**config.mk**
```make
export PLATFORM = sky130hd
export DESIGN_NAME = uart_rx_deser
export DESIGN_NICKNAME = d
export VERILOG_FILES = /design/src/rtl/uart_rx_deser.sv
export SDC_FILE = /design/constraint.sdc
export NUM_CORES = 1
export LEC_CHECK = 0
export CAP_MARGIN = 20
export CELL_PAD_IN_SITES_DETAIL_PLACEMENT = 1
export CELL_PAD_IN_SITES_GLOBAL_PLACEMENT = 1
export CORE_ASPECT_RATIO = 0.7
export CORE_MARGIN = 2
export CORE_UTILIZATION = 47
export DETAILED_ROUTE_END_ITERATION = 10
export PLACE_DENSITY_LB_ADDON = 0.3
export SYNTH_ARGS = -nofsm -noshare
export SYNTH_HDL_FRONTEND = slang
export SYNTH_SLANG_ARGS = --single-unit
```
**constraint.sdc**
```tcl
create_clock -name clk_i -period 3.7 [get_ports clk_i]
set_clock_uncertainty 0.15 [all_clocks]
set_input_delay 0.74 -clock clk_i [delete_from_list [all_inputs] [get_ports clk_i]]
set_output_delay 0.74 -clock clk_i [all_outputs]
set_load 0.005 [all_outputs]
```
**src/rtl/uart_rx_deser.sv**
```systemverilog
// uart_rx_deser: UART serial receive front end.
//
// Oversamples the asynchronous rx_i line with a programmable bit-period
// counter, validates the start bit, and deserialises 5..8 data bits LSB
// first. It then checks the optional parity bit and the stop bit, and holds
// each completed frame on a valid/ready output register.
//
// Ports:
//   clk_i, rst_n_i         clock, asynchronous active-low reset
//   rx_i                   serial line (asynchronous, idle high)
//   cfg_en_i               receiver enable
//   cfg_div_i              bit period minus one, in clk cycles (clamped to >= 3)
//   cfg_parity_en_i        parity bit present
//   cfg_parity_sel_i       00 even, 01 odd, 10 space, 11 mark
//   cfg_bits_i             data bits minus 5
//   busy_o                 a frame is being received
//   err_o                  parity error of the held frame (sticky)
//   frm_err_o              sticky stop-bit error
//   ovr_o                  sticky overrun (frame dropped while output full)
//   err_clr_i              clear the sticky flags on a handshake
//   rx_data_o, rx_valid_o  received frame and its valid flag
//   rx_ready_i             consumer accepts the frame
module uart_rx_deser #(
    parameter int DIV_WIDTH = 16
) (
    input  logic                 clk_i,
    input  logic                 rst_n_i,
    input  logic                 rx_i,
    input  logic                 cfg_en_i,
    input  logic [DIV_WIDTH-1:0] cfg_div_i,
    input  logic                 cfg_parity_en_i,
    input  logic [1:0]           cfg_parity_sel_i,
    input  logic [1:0]           cfg_bits_i,
    output logic                 busy_o,
    output logic                 err_o,
    output logic                 frm_err_o,
    output logic                 ovr_o,
    input  logic                 err_clr_i,
    output logic [7:0]           rx_data_o,
    output logic                 rx_valid_o,
    input  logic                 rx_ready_i
);

    typedef enum logic [2:0] {S_IDLE, S_START, S_DATA, S_PARITY, S_STOP} state_t;

    state_t               state_q, state_d;
    logic                 sync1_q, sync2_q, prev_q;
    logic [DIV_WIDTH-1:0] cnt_q, cnt_d;
    logic [DIV_WIDTH-1:0] div_q, div_d;
    logic                 par_en_q, par_en_d;
    logic [1:0]           par_sel_q, par_sel_d;
    logic [1:0]           bits_q, bits_d;
    logic [2:0]           bitidx_q, bitidx_d;
    logic [7:0]           shreg_q, shreg_d;
    logic                 perr_q, perr_d;
    logic [7:0]           data_q, data_d;
    logic                 valid_q, valid_d;
    logic                 err_q, err_d;
    logic                 frm_q, frm_d;
    logic                 ovr_q, ovr_d;

    logic                 fall, tick, hs, clr, done, stop_bit;

    function automatic logic [DIV_WIDTH-1:0] clamp_div(input logic [DIV_WIDTH-1:0] d);
        return (d < DIV_WIDTH'(3)) ? DIV_WIDTH'(3) : d;
    endfunction

    function automatic logic parity_expect(input logic [1:0] sel, input logic x);
        case (sel)
            2'b00:   return x;
            2'b01:   return ~x;
            2'b10:   return 1'b0;
            default: return 1'b1;
        endcase
    endfunction

    assign fall = ~sync2_q & prev_q;
    assign tick = (cnt_q == div_q);
    assign hs   = valid_q & rx_ready_i;
    assign clr  = err_clr_i & hs;

    always_comb begin
        state_d   = state_q;
        cnt_d     = cnt_q + DIV_WIDTH'(1);
        div_d     = div_q;
        par_en_d  = par_en_q;
        par_sel_d = par_sel_q;
        bits_d    = bits_q;
        bitidx_d  = bitidx_q;
        shreg_d   = shreg_q;
        perr_d    = perr_q;
        data_d    = data_q;
        valid_d   = valid_q;
        err_d     = err_q;
        frm_d     = frm_q;
        ovr_d     = ovr_q;
        done      = 1'b0;
        stop_bit  = 1'b1;

        if (hs) valid_d = 1'b0;
        if (clr) begin
            err_d = 1'b0;
            frm_d = 1'b0;
            ovr_d = 1'b0;
        end

        case (state_q)
            S_IDLE: begin
                cnt_d = cnt_q;
                if (fall && cfg_en_i) begin
                    // Counter starts at 1 so the start sample lands D>>1
                    // cycles after the detection cycle itself.
                    state_d   = S_START;
                    cnt_d     = DIV_WIDTH'(1);
                    div_d     = clamp_div(cfg_div_i);
                    par_en_d  = cfg_parity_en_i;
                    par_sel_d = cfg_parity_sel_i;
                    bits_d    = cfg_bits_i;
                    bitidx_d  = 3'd0;
                    shreg_d   = 8'h00;
                    perr_d    = 1'b0;
                end
            end
            S_START: begin
                if (cnt_q == (div_q >> 1)) begin
                    cnt_d   = '0;
                    state_d = sync2_q ? S_IDLE : S_DATA;
                end
            end
            S_DATA: begin
                if (tick) begin
                    cnt_d             = '0;
                    shreg_d[bitidx_q] = sync2_q;
                    bitidx_d          = bitidx_q + 3'd1;
                    if (bitidx_q == (3'd4 + {1'b0, bits_q}))
                        state_d = par_en_q ? S_PARITY : S_STOP;
                end
            end
            S_PARITY: begin
                if (tick) begin
                    cnt_d   = '0;
                    state_d = S_STOP;
                    // Unused upper shift bits are zero, so XOR over all 8 is exact.
                    if (sync2_q != parity_expect(par_sel_q, ^shreg_q))
                        perr_d = 1'b1;
                end
            end
            S_STOP: begin
                if (tick) begin
                    cnt_d    = '0;
                    state_d  = S_IDLE;
                    done     = 1'b1;
                    stop_bit = sync2_q;
                end
            end
            default: begin
                state_d = S_IDLE;
                cnt_d   = '0;
            end
        endcase

        // Disabling mid-frame abandons the partial frame without touching outputs.
        if (!cfg_en_i && state_q != S_IDLE) begin
            state_d = S_IDLE;
            cnt_d   = '0;
            done    = 1'b0;
        end

        // Load step: set events override the clear applied above.
        if (done) begin
            if (!valid_q || hs) begin
                data_d  = shreg_q;
                valid_d = 1'b1;
                err_d   = perr_q | (err_q & ~clr);
            end else begin
                ovr_d = 1'b1;
            end
            if (!stop_bit) frm_d = 1'b1;
        end
    end

    always_ff @(posedge clk_i or negedge rst_n_i) begin
        if (!rst_n_i) begin
            sync1_q   <= 1'b1;
            sync2_q   <= 1'b1;
            prev_q    <= 1'b1;
            state_q   <= S_IDLE;
            cnt_q     <= '0;
            div_q     <= DIV_WIDTH'(3);
            par_en_q  <= 1'b0;
            par_sel_q <= 2'b00;
            bits_q    <= 2'b00;
            bitidx_q  <= 3'd0;
            shreg_q   <= 8'h00;
            perr_q    <= 1'b0;
            data_q    <= 8'h00;
            valid_q   <= 1'b0;
            err_q     <= 1'b0;
            frm_q     <= 1'b0;
            ovr_q     <= 1'b0;
        end else begin
            sync1_q   <= rx_i;
            sync2_q   <= sync1_q;
            prev_q    <= sync2_q;
            state_q   <= state_d;
            cnt_q     <= cnt_d;
            div_q     <= div_d;
            par_en_q  <= par_en_d;
            par_sel_q <= par_sel_d;
            bits_q    <= bits_d;
            bitidx_q  <= bitidx_d;
            shreg_q   <= shreg_d;
            perr_q    <= perr_d;
            data_q    <= data_d;
            valid_q   <= valid_d;
            err_q     <= err_d;
            frm_q     <= frm_d;
            ovr_q     <= ovr_d;
        end
    end

    assign busy_o     = (state_q != S_IDLE);
    assign rx_data_o  = data_q;
    assign rx_valid_o = valid_q;
    assign err_o      = err_q;
    assign frm_err_o  = frm_q;
    assign ovr_o      = ovr_q;

endmodule

```
==> summary.txt, run 1 <==
Outcome = finished, final reports clean
Register clock-pin slew on the reported worst setup and hold paths = 50 ps
CP Capture Type = output port
Synth Instances = 409
Pwr dens = 578.5 nW/um^2
Slowest-stage cell, CP = dfrtp_1
Synth Area in XOR/XNOR = 10.57%
Cts bufs inserted = 9
#FFs+latches synth = 67
Clk buf depth = 2
Ant. Diodes = 0
YS warnings = 0
Worst skew pair latency = 330 ps
Post-Synth Adder-Cell Area = 0.6709%
R2r setup slk = 1080 ps
Required time at the worst-slack endpoint = 2810 ps
CTS sink cnt = 67
Average wire per standard cell = 17.93 um
Compound-Gate Fraction of Synth Area = 10.16%
Remaining global-route overflow = 0
Crit-path cells = nor3_1 -> inv_1 -> clkdlybuf4s50_1
Final cycle utilization of the critical path = 78.72%
CTS resizes = 0
Actual slew at the worst max-slew pin = 744.7 ps
Initial Utilization = 48.00%
Chip height = 78.53 um
Dominant cell by count in the synthesized netlist = nand2_1
Post-synth ARST share = 100.0%
DP Worst Slack = 956.3 ps
Yosys top cell area share = 41.60%
Critical path peak fanout = 12
Mux cell area share after synthesis = 4.831%
DRT iter0 DRCs = 164
Largest family of logic cells by synthesized area = simple AND/OR/NAND/NOR gates
Row count = 27
Area Growth Syn to Fin = 18.75%
WP buf/inv = 2
Slew margin rel. = 50.30%
Sequential area share after synthesis = 45.12%
Pleak = 1.951 nW
Count of cell types in the netlist = 55
Post-DR vias/cell = 5.612
First-pass GRT wire length = 16660 um
Final Setup Violations = 0
Crit path launch type = register
Antenna violations before repair = 0
Data arrival time of the worst path = 2020 ps
Fmax achieved = 343.3 MHz
Hold WC Path Type = reg2reg
Nets@finish = 467
Post-layout util = 57.00%
Synth Area in Simple Gates = 24.45%
Worst stage delay on the critical path = 530 ps
Largest net degree at the start of global routing = 68
DRT antenna net count = 0
Post-DP HPWL = 6992 um
Vias in the first global route = 3163
Via Count = 3053
Die width = 110.5 um
Hold WS = 212.0 ps
Htree depth = 3
Post-Route WL = 9755 um
Post-synth top area cell = dfrtp_1
Main synth FF type = dfrtp_1
Max-capacitance violation count = 0
Port Buffers = 39
WS Path Type = reg2out
Die area = 8676 um^2
Post-CTS setup buffer count = 0
Number of fill cells = 919
Syn_nets = 438
GRT Total Usage = 24.58%
EDFF count, synth = 0
CTS Hold Bufs = 0
CTS tree = built
Top delay family on crit path = buffers and inverters
DRC viols = 0
CTS root buffer = clkbuf_16
Min setup slack post-route = 787.5 ps
Synth top cells by count = 105 x nand2_1, 62 x dfrtp_1, 28 x xnor2_1
RSZ-0062 raised after global routing = false
DRT Pass-1 Iters = 4
Final min period = 2912 ps
Post-Syn Area = 3730 um^2
I/O pin count = 40
Mean Syn Cell Area = 9.119 um^2
Synth top area cells = dfrtp_1 42%, nand2_1 11%, xnor2_1 6.6%, xor2_1 4.0%, dfstp_2 3.5%
Layout cells sized above 1 = 7.675%
Worst ir drop on vdd = 288.6 uV
Final Slew Violations = 0
Gpl congestion = 0.8496
Final hold viol count = 0
Setup TNS Final = 0 ps
Core area = 7770 um^2
## worst reg2reg max path, delay by kind of cell, from the launching register on
family                 cells  cell delay [ps]
XOR/XNOR                   1              170
multiplexers               1              350
flip-flops                 1              590
AND/OR/NAND/NOR            4              960
buffers and inverters      1              270
## power breakdown
| group | switching (mW) | leakage, nW | total, mW | internal [mW] |
|---|---|---|---|---|
| clock | 0.306 | 0.130 | 0.755 | 0.449 |
| sequential | 0.220 | 0.869 | 1.12 | 0.897 |
| combinational | 0.376 | 0.952 | 0.690 | 0.314 |
| total | 0.903 | 1.95 | 2.56 | 1.66 |
## stage by stage
step                area, um^2  total power, mW  cells
floorplan                 3730            1.559    409
global placement          4173            1.757    528
finish                    4429            2.562    544
CTS                       4429            2.585    544
global route              4429            2.726    544
detailed placement        4173            1.811    528
## flip-flops by register name, summed over array words and instances, names as in the netlist
register    flops
cnt_q          16
div_q          16
rx_data_o       8
shreg_q         8
bitidx_q        3
state_q         3
bits_q          2
par_sel_q       2
err_o           1
frm_err_o       1
ovr_o           1
par_en_q        1
perr_q          1
prev_q          1
rx_valid_o      1
sync1_q         1
sync2_q         1
## worst paths after layout
kind / from / to / cells after the start
min in group asynchronous: rst_n_i / cnt_q[1] / 2
hold / removal: sync1_q / sync2_q / 0
setup reg to reg: cnt_q[0] / rx_data_o[5] / 7
setup / recovery: state_q[0] / busy_o / 3
max in group asynchronous: rst_n_i / sync2_q / 2
hold reg to reg: sync1_q / sync2_q / 0
## metal layers
metal	up-vias	global-route usage [%]	part of all wire (%)
li1	1462	-	-
met1	1508	35.87	50
met2	75	36.81	44
met3	8	5.714	4.9
met4	0	6.875	1.1
met5	-	0	0
## cells by family (layout without fill, tap and decap cells)
group	count (synthesis)	in the layout
compound gates	52	52
xor+xnor	45	45
flops	67	67
buf+inv	36	70
fa+ha+maj	2	2
simple gates	190	190
mux	17	17
## placed cells by master, fill, tap and decap left out, drive strengths merged, types with 7 or more instances in the layout
cell type,instances
clkbuf,12
clkdlybuf4s50,38
dfrtp,62
inv,9
mux2,8
mux2i,9
nand2,106
nand3,16
nand4,11
nor2,12
nor3,7
nor4,10
o21ai,13
xnor2,28
xor2,17
## cell type report
class                           instances  area, um^2  share of cell area [%]
Multi-Input combinational cell        306        1891                   42.68
Clock buffer                           12       236.5                   5.339
Clock inverter                          4       20.02                  0.4520
Tap cell                              101       126.4                   2.853
Sequential cell                        67        1683                   37.99
Inverter                               10       37.54                  0.8475
Timing Repair Buffer                   44       435.4                   9.831
Power figures use the tool's default switching activity.
==> inputs of run 2 (changes only) <==
- CORE_UTILIZATION: 47 -> 43
- clock period: 3.7 -> 2.91 ns (I/O delays scaled with it)
==> summary.txt, run 2 (synthesis results as in run 1) <==
Via Count = 3072 (+0.62%)
Die width = 115.3 um (+4.4%)
Pleak = 2.034 nW (+4.2%)
DRC viols = 0 (unchanged)
DRT Pass-1 Iters = 4 (unchanged)
DP Worst Slack = 299.6 ps (-656.7 ps)
Core area = 8443 um^2 (+8.7%)
Post-CTS setup buffer count = 0 (unchanged)
Htree depth = 3 (unchanged)
Area Growth Syn to Fin = 23.82%
Fmax achieved = 385.5 MHz
CTS tree = built
Largest net degree at the start of global routing = 68 (unchanged)
First-pass GRT wire length = 17110 um (+2.7%)
CTS Hold Bufs = 0 (unchanged)
Layout cells sized above 1 = 9.354% (+1.7 points)
Crit-path cells = nor3_1 -> buf_4 -> inv_1 -> clkdlybuf4s50_1
CTS sink cnt = 67 (unchanged)
Clk buf depth = 2 (unchanged)
Register clock-pin slew on the reported worst setup and hold paths = 60 ps (about the same)
Final min period = 2594 ps
Post-layout util = 54.70% (-2.3 points)
Worst ir drop on vdd = 308.3 uV (+6.8%)
Row count = 28 (+3.7%)
Setup TNS Final = 0 ps (unchanged)
Initial Utilization = 44.18% (-3.8 points)
Final Instance Area = 4618 um^2 (+4.3%)
Top delay family on crit path = buffers and inverters
Number of fill cells = 944 (+2.7%)
Worst skew pair latency = 340 ps (about the same)
Post-DP HPWL = 7161 um (+2.4%)
Top flop regs = cnt_q: 16 flops, div_q: 16 flops
Met1 WL = 5272 um (+7.7%)
CTS resizes = 0 (unchanged)
Die area = 9447 um^2 (+8.9%)
Port Buffers = 39 (unchanged)
Pwr dens = 805.7 nW/um^2 (+39%)
Ant. Diodes = 0 (unchanged)
Wire length on met2 = 4398 um (+3.0%)
DRT antenna net count = 0 (unchanged)
CTS root buffer = clkbuf_16
Max layer used = met4
Final Setup Violations = 0 (unchanged)
Overall Power = 3.721 mW (+45%)
WP buf/inv = 3 (+1)
Final hold viol count = 0 (unchanged)
Vias in the first global route = 3243 (+2.5%)
Average wire per standard cell = 17.96 um (+0.13%)
Max-capacitance violation count = 0 (unchanged)
Outcome = finished, final reports clean
Gpl congestion = 0.8900 (+4.8%)
Most common cell after layout, fill and taps aside = nand2_1
Post-DP Area = 4242 um^2 (+1.6%)
Required time at the worst-slack endpoint = 2180 ps (-630 ps)
Crit path launch type = register
GRT Total Usage = 24.20% (-0.38 points)
WS Path Type = reg2out
Final cycle utilization of the critical path = 89.15%
Actual slew at the worst max-slew pin = 600.4 ps (-144.3 ps)
Cts bufs inserted = 9 (unchanged)
Worst stage delay on the critical path = 600 ps (+70 ps)
Post-DR vias/cell = 5.399 (-3.8%)
Post-Route WL = 10220 um (+4.7%)
Antenna violations before repair = 0 (unchanged)
DRT iter0 DRCs = 170 (+3.7%)
Non-filler cells, final = 569 (+4.6%)
Remaining global-route overflow = 0 (unchanged)
Slowest-stage cell, CP = dfrtp_1
I/O pin count = 40 (unchanged)
RSZ-0062 raised after global routing = false
Final Slew Violations = 0 (unchanged)
Most frequent cells in the layout = 105 x nand2_1, 62 x dfrtp_1, 38 x clkdlybuf4s50_1
Min setup slack post-route = 315.7 ps (-471.8 ps)
Data arrival time of the worst path = 1860 ps (-160 ps)
Chip height = 81.92 um (+4.3%)
CP Capture Type = output port
Met3 routed WL = 415 um (-14%)
Critical path peak fanout = 12 (unchanged)
Hold WS = 103.5 ps (-108.5 ps)
Nets@finish = 473 (+1.3%)
Slew margin rel. = 59.97% (+9.7 points)
Hold WC Path Type = in2async
Placed insts = 553 (+4.7%)
==> run 2: cell types whose count changed in the layout (fill, tap and decap cells not counted) <==
cell	before	now
clkbuf_1	3	1
bufinv_16	0	4
clkbuf_8	0	2
clkinv_2	4	0
buf_4	4	10
==> run 2: per-layer routing <==
metal | GRT usage (%) | vias up
li1 | - | 1473
met1 | 34.00 | 1521
met2 | 35.50 | 68
met3 | 6.421 | 10
met4 | 9.759 | 0
met5 | 0 | -
==> run 2: worst paths after layout <==
| path | from | endpoint | slack, ps | cells past startpoint |
|---|---|---|---|---|
| setup / recovery | state_q[0] | busy_o | 320 | 4 |
| hold / removal | rst_n_i | div_q[10] | 100 | 2 |
| setup reg to reg | cnt_q[9] | cnt_q[2] | 370 | 6 |
| hold reg to reg | sync1_q | sync2_q | 210 | 0 |
| max in group asynchronous | rst_n_i | prev_q | 2150 | 2 |
| min in group clk_i | sync1_q | sync2_q | 210 | 0 |
==> run 2: area by class of cell <==
class,instances,area [um^2],share of cell area (%)
inverters,10,37.54,0.8128
clock buffers,12,256.5,5.554
flip-flops and latches,67,1683,36.44
clock inverters,4,120.1,2.601
well taps,120,150.1,3.251
repair buffers,50,480.5,10.40
multi-input cells,306,1891,40.94
==> run 2: report_power, final <==
| part | internal, mW | leakage, nW | switching, mW |
|---|---|---|---|
| clock | 0.971 | 0.183 | 0.403 |
| sequential | 1.14 | 0.869 | 0.268 |
| combinational | 0.434 | 0.982 | 0.505 |
==> inputs of run 3 (changes only) <==
- RECOVER_POWER: unset -> 25
==> summary.txt, run 3 (synthesis results as in run 1) <==
Ant. Diodes = 0 (unchanged)
Post-DP Area = 4242 um^2 (unchanged)
Data arrival time of the worst path = 1860 ps (about the same)
Htree depth = 3 (unchanged)
Crit path launch type = register
Clock power share = 36.9% (about the same)
Required time at the worst-slack endpoint = 2180 ps (about the same)
Cell Int Power = 2.543 mW (-0.10%)
Final hold viol count = 0 (unchanged)
Vias in the first global route = 3243 (unchanged)
Port Buffers = 39 (unchanged)
Layout cells sized above 1 = 9.354% (unchanged)
Pwr dens = 808.0 nW/um^2 (+0.29%)
Die width = 115.3 um (unchanged)
GRT Total Usage = 24.20% (unchanged)
CTS sink cnt = 67 (unchanged)
Area Growth Syn to Fin = 23.41%
Antenna violations before repair = 0 (unchanged)
Non-filler cells, final = 569 (unchanged)
RSZ-0062 raised after global routing = false
Average wire per standard cell = 17.94 um (about the same)
DRT iter0 DRCs = 191 (+12%)
Clk buf depth = 2 (unchanged)
Via Count = 3093 (+0.68%)
Core area = 8443 um^2 (unchanged)
WS Path Type = reg2out
Final Instance Area = 4603 um^2 (-0.33%)
Setup TNS Final = 0 ps (unchanged)
Row count = 28 (unchanged)
Post-CTS setup buffer count = 0 (unchanged)
Final Setup Violations = 0 (unchanged)
Hold WC Path Type = reg2reg
Placed insts = 553 (unchanged)
DRC viols = 0 (unchanged)
CP Capture Type = output port
Cts bufs inserted = 9 (unchanged)
Combinational share of power = 25.2% (about the same)
Remaining global-route overflow = 0 (unchanged)
R2r setup slk = 330 ps (-40 ps)
Initial Utilization = 44.18% (unchanged)
First-pass GRT wire length = 17110 um (unchanged)
Failing checks = max-capacitance violations, max-slew violations
Flop pwr share = 37.9% (about the same)
Chip height = 81.92 um (unchanged)
Top flop regs = cnt_q: 16 flops, div_q: 16 flops
Worst ir drop on vdd = 307.9 uV (-0.15%)
Pleak = 2.029 nW (-0.26%)
Final Slew Violations = 68 (+68)
Final min period = 2595 ps (+0.6980 ps)
Slew margin rel. = -11.61% (-72 points)
Fmax achieved = 385.4 MHz (about the same)
Worst skew pair latency = 340 ps (about the same)
Die area = 9447 um^2 (unchanged)
Outcome = complete, but fails checks
Gpl congestion = 0.8900 (unchanged)
Post-DP HPWL = 7161 um (unchanged)
Sw Pwr = 1.177 mW (+0.11%)
DRT antenna net count = 0 (unchanged)
Most common cell after layout, fill and taps aside = nand2_1
CTS root buffer = clkbuf_16
Final cycle utilization of the critical path = 89.18% (about the same)
Post-DR vias/cell = 5.436 (+0.68%)
Number of fill cells = 945 (+0.11%)
CTS tree = built
Actual slew at the worst max-slew pin = 1674 ps (+1074 ps)
CTS Hold Bufs = 0 (unchanged)
Most frequent cells in the layout = 105 x nand2_1, 62 x dfrtp_1, 38 x clkdlybuf4s50_1
Post-Route WL = 10210 um (about the same)
Critical path peak fanout = 12 (unchanged)
Sw Ratio = 31.64% (+0.047 points)
DRT Pass-1 Iters = 4 (unchanged)
Nets@finish = 473 (unchanged)
CTS resizes = 0 (unchanged)
Post-layout util = 54.52% (-0.18 points)
Max-capacitance violation count = 1 (+1)
I/O pin count = 40 (unchanged)
Register clock-pin slew on the reported worst setup and hold paths = 60 ps (about the same)
Largest net degree at the start of global routing = 68 (unchanged)
-- run 3: cell count changes in the layout (fill, tap and decap cells not counted), sizes merged --
cell,previous run,this run
buf,12,11
clkbuf,12,13
-- run 3: path summary, 6_finish.rpt --
path,end,cells after the start,start
worst min-delay path,sync2_q,0,sync1_q
worst max register to register,cnt_q[2],6,cnt_q[9]
max in group asynchronous,ovr_o,2,rst_n_i
min in group asynchronous,div_q[10],2,rst_n_i
worst max-delay path,busy_o,4,state_q[0]
worst min register to register,sync2_q,0,sync1_q
-- run 3: layout make-up --
cell class / count / area (um^2) / share of cell area, %
multi-input combinational: 306 / 1891 / 41.07
sequential: 67 / 1683 / 36.56
timing repair buffer: 50 / 465.4 / 10.11
clock buffer: 12 / 256.5 / 5.572
tap: 120 / 150.1 / 3.262
clock inverter: 4 / 120.1 / 2.609
inverter: 10 / 37.54 / 0.8154
-- run 3: worst max-delay path: stages (launching register included) --
cell,delay (ps)
dfrtp_1,600
nor3_1,100
buf_4,160
inv_1,130
clkdlybuf4s50_1,540
-- run 3: metal layers --
metal | vias up | GRT usage [%] | share of wire [%]
met5 | - | 0 | 0
met4 | 0 | 9.759 | 1.3
met3 | 10 | 6.421 | 5.3
met2 | 73 | 35.50 | 44
met1 | 1533 | 34.00 | 50
li1 | 1477 | - | -
-- run 3: per-stage QoR --
step / total power, mW / setup slack (ps) / hold slack (ps)
floorplan: 1.982 / 822.6 / 136.4
global placement: 2.287 / 412.2 / 196.2
detailed placement: 2.350 / 299.6 / 199.5
CTS: 3.751 / 290.2 / 122.6
global route: 3.940 / 143.6 / 209.2
finish: 3.720 / 315.0 / 206.0
-- run 3: power groups by stage --
| stage | combinational, mW | clock (mW) | sequential [mW] |
|---|---|---|---|
| 2_1_floorplan | 0.682 | 0 | 1.30 |
| 3_3_place_gp | 0.887 | 0 | 1.40 |
| 3_5_place_dp | 0.934 | 0 | 1.42 |
| 4_1_cts | 0.951 | 1.40 | 1.41 |
| 5_1_grt | 1.06 | 1.44 | 1.44 |
| 6_report | 0.937 | 1.37 | 1.41 |
